--- src/rtl/rf_io_ctrl.sv ---
// rtl/rf_io_ctrl.sv - SPI-addressed I/O control/status registers with RF front-end mode decode
//
// Ports:
//   i_sys_clk, i_reset          clock, asynchronous active-high reset
//   i_ioc, i_data_in            register address and write data from spi_if
//   o_data_out                  registered read data to spi_if
//   i_cs, i_fetch_cmd, i_load_cmd  module select, read strobe, write strobe
//   i_button, i_config          asynchronous board inputs (synchronized internally)
//   o_led0, o_led1, o_pmod      LED and PMOD drives
//   o_mixer_en, o_mixer_fm      mixer control
//   o_rx_h_tx_l(_b), o_tr_vc1(_b), o_tr_vc2, o_shdn_rx_lna, o_shdn_tx_lna  RF front-end lines

module rf_io_ctrl #(
    parameter logic [7:0] MODULE_VERSION = 8'h01,
    parameter logic [7:0] PMOD_RST       = 8'h00
) (
    input  logic       i_sys_clk,
    input  logic       i_reset,
    input  logic [4:0] i_ioc,
    input  logic [7:0] i_data_in,
    output logic [7:0] o_data_out,
    input  logic       i_cs,
    input  logic       i_fetch_cmd,
    input  logic       i_load_cmd,
    input  logic       i_button,
    input  logic [3:0] i_config,
    output logic       o_led0,
    output logic       o_led1,
    output logic [7:0] o_pmod,
    output logic       o_mixer_en,
    output logic       o_mixer_fm,
    output logic       o_rx_h_tx_l,
    output logic       o_rx_h_tx_l_b,
    output logic       o_tr_vc1,
    output logic       o_tr_vc1_b,
    output logic       o_tr_vc2,
    output logic       o_shdn_rx_lna,
    output logic       o_shdn_tx_lna
);

    localparam logic [4:0] IOC_VERSION = 5'h00;
    localparam logic [4:0] IOC_LED     = 5'h01;
    localparam logic [4:0] IOC_PMOD    = 5'h02;
    localparam logic [4:0] IOC_RF_MODE = 5'h03;
    localparam logic [4:0] IOC_MIXER   = 5'h04;
    localparam logic [4:0] IOC_STATUS  = 5'h05;

    // {rx_h_tx_l, tr_vc1, tr_vc2, shdn_rx, shdn_tx}
    localparam logic [4:0] RF_LOW_PWR = 5'b10011;

    logic [1:0] led_reg;
    logic [7:0] pmod_reg;
    logic [2:0] rf_mode_reg;
    logic [1:0] mixer_reg;
    logic [4:0] rf_bits;
    logic       button_meta, button_sync;
    logic [3:0] config_meta, config_sync;
    logic [7:0] rd_data;
    logic       wr_en;
    logic       rd_en;

    assign wr_en = i_cs & i_load_cmd;
    assign rd_en = i_cs & i_fetch_cmd;

    function automatic logic [4:0] rf_decode(input logic [2:0] mode);
        case (mode)
            3'd1:    rf_decode = 5'b11001;  // RX_LP
            3'd2:    rf_decode = 5'b10101;  // RX_HP
            3'd3:    rf_decode = 5'b01010;  // TX_LP
            3'd4:    rf_decode = 5'b00110;  // TX_HP
            3'd5:    rf_decode = 5'b11111;  // BYPASS
            default: rf_decode = RF_LOW_PWR; // 0, and reserved 6/7 fail safe
        endcase
    endfunction

    // Read mux sees pre-write register values, so load+fetch returns old data.
    always_comb begin
        rd_data = 8'h00;
        case (i_ioc)
            IOC_VERSION: rd_data = MODULE_VERSION;
            IOC_LED:     rd_data = {6'b0, led_reg};
            IOC_PMOD:    rd_data = pmod_reg;
            IOC_RF_MODE: rd_data = {5'b0, rf_mode_reg};
            IOC_MIXER:   rd_data = {6'b0, mixer_reg};
            IOC_STATUS:  rd_data = {3'b0, button_sync, config_sync};
            default:     rd_data = 8'h00;
        endcase
    end

    always_ff @(posedge i_sys_clk or posedge i_reset) begin
        if (i_reset) begin
            led_reg     <= 2'b00;
            pmod_reg    <= PMOD_RST;
            rf_mode_reg <= 3'd0;
            mixer_reg   <= 2'b00;
            rf_bits     <= RF_LOW_PWR;
            o_data_out  <= 8'h00;
            button_meta <= 1'b0;
            button_sync <= 1'b0;
            config_meta <= 4'h0;
            config_sync <= 4'h0;
        end else begin
            button_meta <= i_button;
            button_sync <= button_meta;
            config_meta <= i_config;
            config_sync <= config_meta;

            if (rd_en) begin
                o_data_out <= rd_data;
            end

            if (wr_en) begin
                case (i_ioc)
                    IOC_LED:  led_reg  <= i_data_in[1:0];
                    IOC_PMOD: pmod_reg <= i_data_in;
                    IOC_RF_MODE: begin
                        rf_mode_reg <= i_data_in[2:0];
                        // Decode registered alongside the mode so switch lines never glitch.
                        rf_bits     <= rf_decode(i_data_in[2:0]);
                    end
                    IOC_MIXER: mixer_reg <= i_data_in[1:0];
                    default: ;
                endcase
            end
        end
    end

    assign o_led0        = led_reg[0];
    assign o_led1        = led_reg[1];
    assign o_pmod        = pmod_reg;
    assign o_mixer_en    = mixer_reg[0];
    assign o_mixer_fm    = mixer_reg[1];
    assign o_rx_h_tx_l   = rf_bits[4];
    assign o_tr_vc1      = rf_bits[3];
    assign o_tr_vc2      = rf_bits[2];
    assign o_shdn_rx_lna = rf_bits[1];
    assign o_shdn_tx_lna = rf_bits[0];
    // Complements taken straight from the register bits so they track through reset too.
    assign o_rx_h_tx_l_b = ~rf_bits[4];
    assign o_tr_vc1_b    = ~rf_bits[3];

endmodule

--- config.mk ---
export PLATFORM = sky130hd
export DESIGN_NAME = rf_io_ctrl
export DESIGN_NICKNAME = d
export VERILOG_FILES = /design/src/rtl/rf_io_ctrl.sv
export SDC_FILE = /design/constraint.sdc
export NUM_CORES = 1
export LEC_CHECK = 0
export ABC_AREA = 0
export BUFFER_PORTS_ARGS = -buffer_cell sky130_fd_sc_hd__buf_2
export CORE_UTILIZATION = 53
export CTS_CLUSTER_DIAMETER = 150
export CTS_CLUSTER_SIZE = 30
export DETAILED_ROUTE_END_ITERATION = 8
export PLACE_DENSITY_LB_ADDON = 0.2
export SLEW_MARGIN = 5
export SYNTH_ARGS = -nofsm -noshare
export SYNTH_HDL_FRONTEND = slang
export SYNTH_SLANG_ARGS = --single-unit
--- constraint.sdc ---
create_clock -name i_sys_clk -period 1.8 [get_ports i_sys_clk]
set_clock_uncertainty 0.05 [all_clocks]
set_input_delay 0.18 -clock i_sys_clk [delete_from_list [all_inputs] [get_ports i_sys_clk]]
set_output_delay 0.18 -clock i_sys_clk [all_outputs]
set_load 0.03 [all_outputs]
# == After elaboration in Yosys (flattened, before gate mapping) ==
# Cells that the tools add are included.
# op_classes
eq_ne,10
n_mux,2
bitwise_logic,4
reduce_logical,5
# ops
op,n
$pmux 8 s6,1
$pmux 5 s5,1
$eq 5x2->1 const B,2
$eq 5x3->1 const B,2
$reduce_and 2->1,4
$eq 3x2->1 const B,2
$eq 3x3->1 const B,2
$eq 5x1->1 const B,1
$logic_not 5->1,1
$eq 3x1->1 const B,1
$and 1x1->1,2
$not 1->1,2
# totals
ff_bits,38

# == Depth between registers and ports, before layout ==
# Gate-level depths: netlist of the first run.
# logic_depth
depth_word,2
depth_mapped,5
depth_no_buf,5

# == Worst setup path before layout of the first run ==
# No wires, ideal clock.
# synth_path
path_kind,input to register
start,input i_ioc[0]
end,register pmod_reg[1] (netlist: o_pmod[1])
setup_ns,0.125
arrival_time_ns,1.370
t_required_ns,1.625
path_slack_ns,0.255
cell_stages,3
n_path_buf,0
path_cell_list,or3_4 nor4_4 mux2_2
# synth_via
elab_chain_cells,2
# synth_lines
element,line_no,text
start: declaration,19,"input logic [4:0] i_ioc,"
$eq 5x2->1,113,case (i_ioc)
$reduce_and 2->1 (no line),--,
end signal: assignment,115,IOC_PMOD: pmod_reg <= i_data_in;
end: declaration,52,logic [7:0] pmod_reg;
# No other way between the ends.
# A chain may end at the register's enable or synchronous reset.

# == Final worst setup path of the first run ==
# layout_path
start,input i_ioc[4]
end,register rf_mode_reg[1]
# layout_via
elab_chain_cells,2
# layout_lines
element,line_no,text
$eq 5x2->1,113,
$reduce_and 2->1 (no line),--,
end signal: assignment,117,rf_mode_reg <= i_data_in[2:0];
end: declaration,53,logic [2:0] rf_mode_reg;
# No other way between the ends.

==> run summary, run 1 <==
status - finished, final reports clean
predominant post-synthesis flop cell - dfrtp_1
number of global-route vias before repair - 1119
worst hold path endpoint - o_pmod[6]
dpl hpwl - 2260 µm
Worst Setup Start Kind - input port
Req. time, crit path - 1.98 ns
clock latency on the worst-skew pair - 0.33 ns
Worst Tran Pin Value - 0.4488 ns
placed cell count - 206
I/O pins - 50
n_diodes - 0
# fillers - 208
final WL - 3112 µm
via/cell ratio - 5.382
worst-case headroom to the max-slew limit - 0.7008
fraction of registers with async set/reset - 1.000
# nets final - 213
DR vias - 1184
fmax - 727.3 MHz
final RePlAce weighted congestion - 0.8692
Syn Nets - 149
CP Capture Type - flop
post_cts resized - 0
reg-to-reg slack, setup - 0.57 ns
H-tree Lvls - 2
standard cell core area - 0.002758 mm²
PortBufs - 49
synthesized area per cell - 12.44 µm²
crit path cell chain - buf_2, or3b_1, or4_4, buf_4, nand2_1, o21ai_2
Worst R2R End - o_data_out[1]
post-synthesis sequential area ratio - 0.5969
CTS tree - built
grt total ovfl - 0
Die Span X - 56.17 µm
per-cell routed wire length - 14.15 µm
period utilization - 0.7638
type of the worst setup path - in -> reg
gr usage total - 0.2171
Syn Inst Count - 125
Cell Pwr Density - 900.0 mW/mm²
Syn. warnings - 0
CTS Buf Count - 5
final setup violating endpoints - 0
synthesized area - 0.001555 mm²
Max FO, Critical Path - 8
Pre-antenna DRT Iters - 4
first-pass GRT wire length - 5154 µm
sequential standard cell area - 928.4 µm²
die area - 0.003155 mm²
initial antenna violation count - 0
Fin. Hold Viols - 0
hold crit path type - in -> reg
final cell count without fillers - 220
CTS Root Cell - clkbuf_4
Initial Util - 0.5640
Clk pin slew, worst setup/hold paths - 0.10 ns
critical path's slowest cell - or4_4
Synth Register Bits - 37
Clock Sinks - 37
slowest stage delay, CP - 0.49 ns
multi-input logic area - 569.3 µm²
min Tclk post-route - 1.375 ns
P_leak - 1.011 nW
Die Y - 56.17 µm
1st-iter DRT viols - 35
Distinct cells, synth - 33
maximum vdd ir drop - 0.8473 mV
ratio of cells with drive above 1 in the final layout - 0.4550
largest net degree at the start of global routing - 38
Critical R2R Launch - led_reg[1]
R2R cell count - 4
Hold Path Cell Cnt - 2
worst min-delay path startpoint - i_data_in[6]
Total Power - 0.001780 W
WHS - 0.02166 ns
# DRC - 0
Total Neg Setup Slack - 0 ns
Slew Viols, Final - 0
Area Growth Syn to Fin - 27.19%
post-route ant nets - 0
RSZ-0062 raised after global routing - no
crit path DAT - 1.55 ns
max cap viols - 0
row cnt - 19
EDFF count, synth - 0
deepest clock path buffer count - 2
[critical path: cells and delay by family]
family | cells | cell delay (ns)
buffers and inverters | 2 | 0.30
and+or+nand+nor | 3 | 1.01
AOI/OAI and AO/OA | 1 | 0.05
[where the power goes]
part           total, W  internal (W)  switching [W]
Sequential     0.000956      0.000909      0.0000468
Combinational  0.000387      0.000140       0.000247
Clock          0.000438      0.000184       0.000253
[worst max path at each step]
stage               cells past startpoint  slack [ns]             end  startpoint
global placement                        5         0.1       o_pmod[7]    i_ioc[0]
detailed placement                      5        0.06       o_pmod[4]    i_ioc[0]
global route                            5        0.39       o_pmod[5]    i_ioc[0]
finish                                  6        0.43  rf_mode_reg[1]    i_ioc[4]
floorplan                               3        0.25       o_pmod[1]    i_ioc[0]
CTS                                     5        0.43       o_pmod[4]    i_ioc[0]
[Yosys cell counts, drive strengths merged (2+ instances only)]
cell | number | area (µm²)
a21oi | 2 | 10.01
a22o | 3 | 26.28
a22oi | 6 | 45.04
buf | 3 | 23.77
clkbuf | 2 | 7.510
dfrtp | 35 | 875.8
dfstp | 2 | 52.55
inv | 7 | 26.28
mux2 | 15 | 172.7
nand2 | 16 | 60.06
nor2 | 2 | 7.510
nor2b | 3 | 18.77
nor3 | 3 | 15.01
nor4 | 3 | 33.78
o21ai | 11 | 70.06
[placed cells by master (no fill, tap or decap)]
cell type,n
nor3_1,3
nor4_1,2
a311oi_1,1
clkbuf_4,5
buf_2,49
and3b_1,1
o21ai_0,5
a21oi_1,2
nor4_4,1
o21ai_2,4
or3b_1,1
inv_1,7
nor2b_1,3
or3_4,1
nor2_1,2
o21ai_1,2
o22a_2,1
dfrtp_1,35
or4_4,1
a21boi_0,1
clkbuf_8,1
dlygate4sd3_1,7
mux2_4,1
a211oi_1,1
buf_4,6
a22o_1,3
mux2_2,14
o22ai_1,1
ha_1,1
dfstp_2,2
clkbuf_1,1
a2111o_1,1
nand2_1,16
a22oi_1,6
nand2b_1,1
[per-layer routing]
| metal | up-vias | wire length, µm | global-route usage |
|---|---|---|---|
| li1 | 570 | - | - |
| met1 | 565 | 1382 | 0.2900 |
| met2 | 47 | 1540 | 0.3333 |
| met3 | 2 | 178 | 0.07442 |
| met4 | 0 | 10 | 0.07317 |
| met5 | - | 0 | 0 |
[per-stage QoR]
stage                     setup slack, ns  utilization  instance area [µm²]
after floorplan                    0.2550            -                 1555
after global routing               0.3949       0.7173                 1978
final                              0.4251       0.7173                 1978
after detailed placement          0.06449       0.6720                 1853
after CTS                          0.4282       0.7137                 1968
after global placement            0.09540       0.6720                 1853
[cell families (layout without fill, tap and decap cells)]
logic type,after synthesis,after routing,share of synthesized area
adder cells (fa/ha/maj),1,1,0.008044
AND/OR/NAND/NOR,32,32,0.1167
buffers and inverters,12,76,0.03701
flip-flops,37,37,0.5969
AO/OA/AOI/OAI,28,28,0.1303
multiplexers,15,15,0.1110
[timing repair]
| item | in CTS | in global routing |
|---|---|---|
| setup buffers | 0 | 0 |
| hold endpoints to repair | 40 | 1 |
| hold buffers | 6 | 1 |
[cell type report]
class                           count  share of cell area
Inverter                            7             0.01328
Multi-Input combinational cell     76              0.2878
Sequential cell                    37              0.4693
Tap cell                           31             0.01961
Timing Repair Buffer               62              0.1822
Clock buffer                        7             0.02783
Note: power is estimated with default switching activity, not from simulation.
==> inputs of run 2 (changes only) <==
CORE_UTILIZATION = 49   (was 53)
clock period = 1.42 ns   (was 1.8 ns; I/O delays follow)
==> run summary, run 2 (synthesis gave the netlist of run 1 again) <==
Clock Sinks - 37 (unchanged)
dpl hpwl - 2464 µm (+9.0%)
critical path's slowest cell - dfstp_2
Hold Path Cell Cnt - 2 (unchanged)
hold crit path type - in -> reg
clock latency on the worst-skew pair - 0.33 ns (about the same)
period utilization - 0.8966
Clk pin slew, worst setup/hold paths - 0.10 ns (about the same)
Critical R2R Launch - led_reg[1]
Req. time, crit path - 1.23 ns (-0.75 ns)
Die Y - 58.34 µm (+3.9%)
ratio of cells with drive above 1 in the final layout - 0.4752 (+0.02022)
first-pass GRT wire length - 5520 µm (+7.1%)
Die Span X - 58.34 µm (+3.9%)
worst path bufs/invs - 2 (unchanged)
Pre-antenna DRT Iters - 4 (unchanged)
standard cell core area - 0.003028 mm² (+9.8%)
n_diodes - 0 (unchanged)
fmax - 785.4 MHz
Worst Setup Start Kind - flop
1st-iter DRT viols - 62 (+77%)
CTS Root Cell - clkbuf_4
initial antenna violation count - 0 (unchanged)
slowest stage delay, CP - 0.55 ns (+0.06 ns)
sw frac - 0.3085 (+0.001315)
Post-DP Area - 0.001957 mm² (+5.6%)
final RePlAce weighted congestion - 0.8029 (-7.6%)
max cap viols - 0 (unchanged)
deepest clock path buffer count - 2 (unchanged)
R2R cell count - 4 (unchanged)
per-cell routed wire length - 13.53 µm (-4.3%)
Worst Tran Pin Value - 0.5373 ns (+0.08849 ns)
post_cts resized - 0 (unchanged)
CTS Buf Count - 5 (unchanged)
worst hold path endpoint - o_pmod[2]
crit path cell chain - inv_1, buf_2
CTS tree - built
Initial Util - 0.5136 (-0.05034)
worst min-delay path startpoint - i_data_in[2]
post-route ant nets - 0 (unchanged)
# DRC - 0 (unchanged)
Cell Pwr Density - 1062 mW/mm² (+18%)
hold_buf cts - 11 (+5)
PortBufs - 49 (unchanged)
Flop pwr share - 0.539 (+0.002)
largest net degree at the start of global routing - 27 (-29%)
crit path DAT - 1.08 ns (-0.47 ns)
I/O pins - 50 (unchanged)
die area - 0.003403 mm² (+7.9%)
# fillers - 224 (+7.7%)
row cnt - 20 (+1)
number of global-route vias before repair - 1228 (+9.7%)
P_leak - 1.071 nW (+6.0%)
Area Growth Syn to Fin - 36.04%
Fin. Hold Viols - 0 (unchanged)
buffer count from post-CTS setup fixing - 0 (unchanged)
maximum vdd ir drop - 0.6854 mV (-19%)
final instance area - 0.002116 mm² (+7.0%)
worst-case headroom to the max-slew limit - 0.6414 (-0.05939)
most frequent cells in the layout - 49 x buf_2, 35 x dfrtp_1, 14 x nand2_1
CP Capture Type - output pin
P_int - 0.001554 W (+26%)
switching power - 0.0006935 W (+27%)
Slew Viols, Final - 0 (unchanged)
Top Family by Delay on Critical Path - flip-flops
DR vias - 1234 (+4.2%)
Clk pwr share - 0.227 (-0.019)
# nets final - 225 (+5.6%)
Comb pwr share - 0.234 (+0.017)
final setup violating endpoints - 0 (unchanged)
Max FO, Critical Path - 4 (-4)
final WL - 3329 µm (+7.0%)
grt total ovfl - 0 (unchanged)
Total Power - 0.002248 W (+26%)
commonest non-fill, non-tap cell in the layout - buf_2
min Tclk post-route - 1.273 ns
status - finished, final reports clean
gr usage total - 0.2234 (+0.006275)
type of the worst setup path - reg -> out
Worst R2R End - o_data_out[1]
via/cell ratio - 5.016 (-6.8%)
RSZ-0062 raised after global routing - no
reg-to-reg slack, setup - 0.20 ns (-0.37 ns)
H-tree Lvls - 2 (unchanged)
## run 2: cell types whose count changed in the layout (fill, tap and decap cells not counted), moves of 2 or more
cell / delta
clkbuf_1: +2
nand2_2: +2
mux2_2: -2
buf_4: +7
mux2_4: +2
nand2_1: -2
dlygate4sd3_1: +4
## run 2: how the worst max path moves through the flow
| stage | endpoint | startpoint | depth (start not counted) |
|---|---|---|---|
| finish | o_rx_h_tx_l_b | rf_bits[0] | 2 |
| global placement | o_pmod[4] | i_ioc[0] | 5 |
| CTS | o_rx_h_tx_l_b | rf_bits[0] | 2 |
| floorplan | o_pmod[1] | i_ioc[0] | 3 |
| global route | o_rx_h_tx_l_b | rf_bits[0] | 2 |
| detailed placement | led_reg[1] | i_ioc[4] | 5 |
## run 2: metal layers
| layer | wire [µm] | global-route usage | vias to the layer above |
|---|---|---|---|
| li1 | - | - | 596 |
| met1 | 1465 | 0.2811 | 580 |
| met2 | 1636 | 0.3629 | 49 |
| met4 | 69 | 0.1020 | 0 |
| met5 | 0 | 0 | - |
| met3 | 157 | 0.05934 | 9 |
## run 2: area by class of cell
cell class | count | area [µm²] | area share
well taps | 44 | 55.05 | 0.02602
inverters | 7 | 26.28 | 0.01242
flip-flops and latches | 37 | 928.4 | 0.4388
repair buffers | 74 | 473.0 | 0.2235
clock buffers | 8 | 48.80 | 0.02306
multi-input cells | 76 | 584.3 | 0.2762
## run 2: worst register-to-register path, cell delays in order (launching register included)
cell and delay [ns]:
dfrtp_1 0.40, mux2_2 0.26, a21oi_1 0.16, o22a_2 0.16
o21ai_0 0.07
## run 2: stage by stage
stage                     hold WS, ns  setup TNS, ns    util  setup WS, ns  cells
after detailed placement       0.1622         -3.443  0.6463       -0.2072    227
final                         0.09433              0  0.6988        0.1468    246
after global routing          0.08032              0  0.6988       0.07663    246
after floorplan                0.1234        -0.3759       -      -0.05275    125
after CTS                     0.08873              0  0.6988        0.1293    246
after global placement         0.1579         -2.909  0.6463       -0.1782    227
## run 2: power groups by stage
| stage | Combinational [W] | Clock (W) | Sequential, W |
|---|---|---|---|
| final | 0.000526 | 0.000510 | 0.00121 |
| after global routing | 0.000562 | 0.000586 | 0.00123 |
| after CTS | 0.000531 | 0.000530 | 0.00121 |
| after detailed placement | 0.000506 | 0 | 0.00123 |
| after global placement | 0.000493 | 0 | 0.00123 |
| after floorplan | 0.000202 | 0 | 0.00136 |
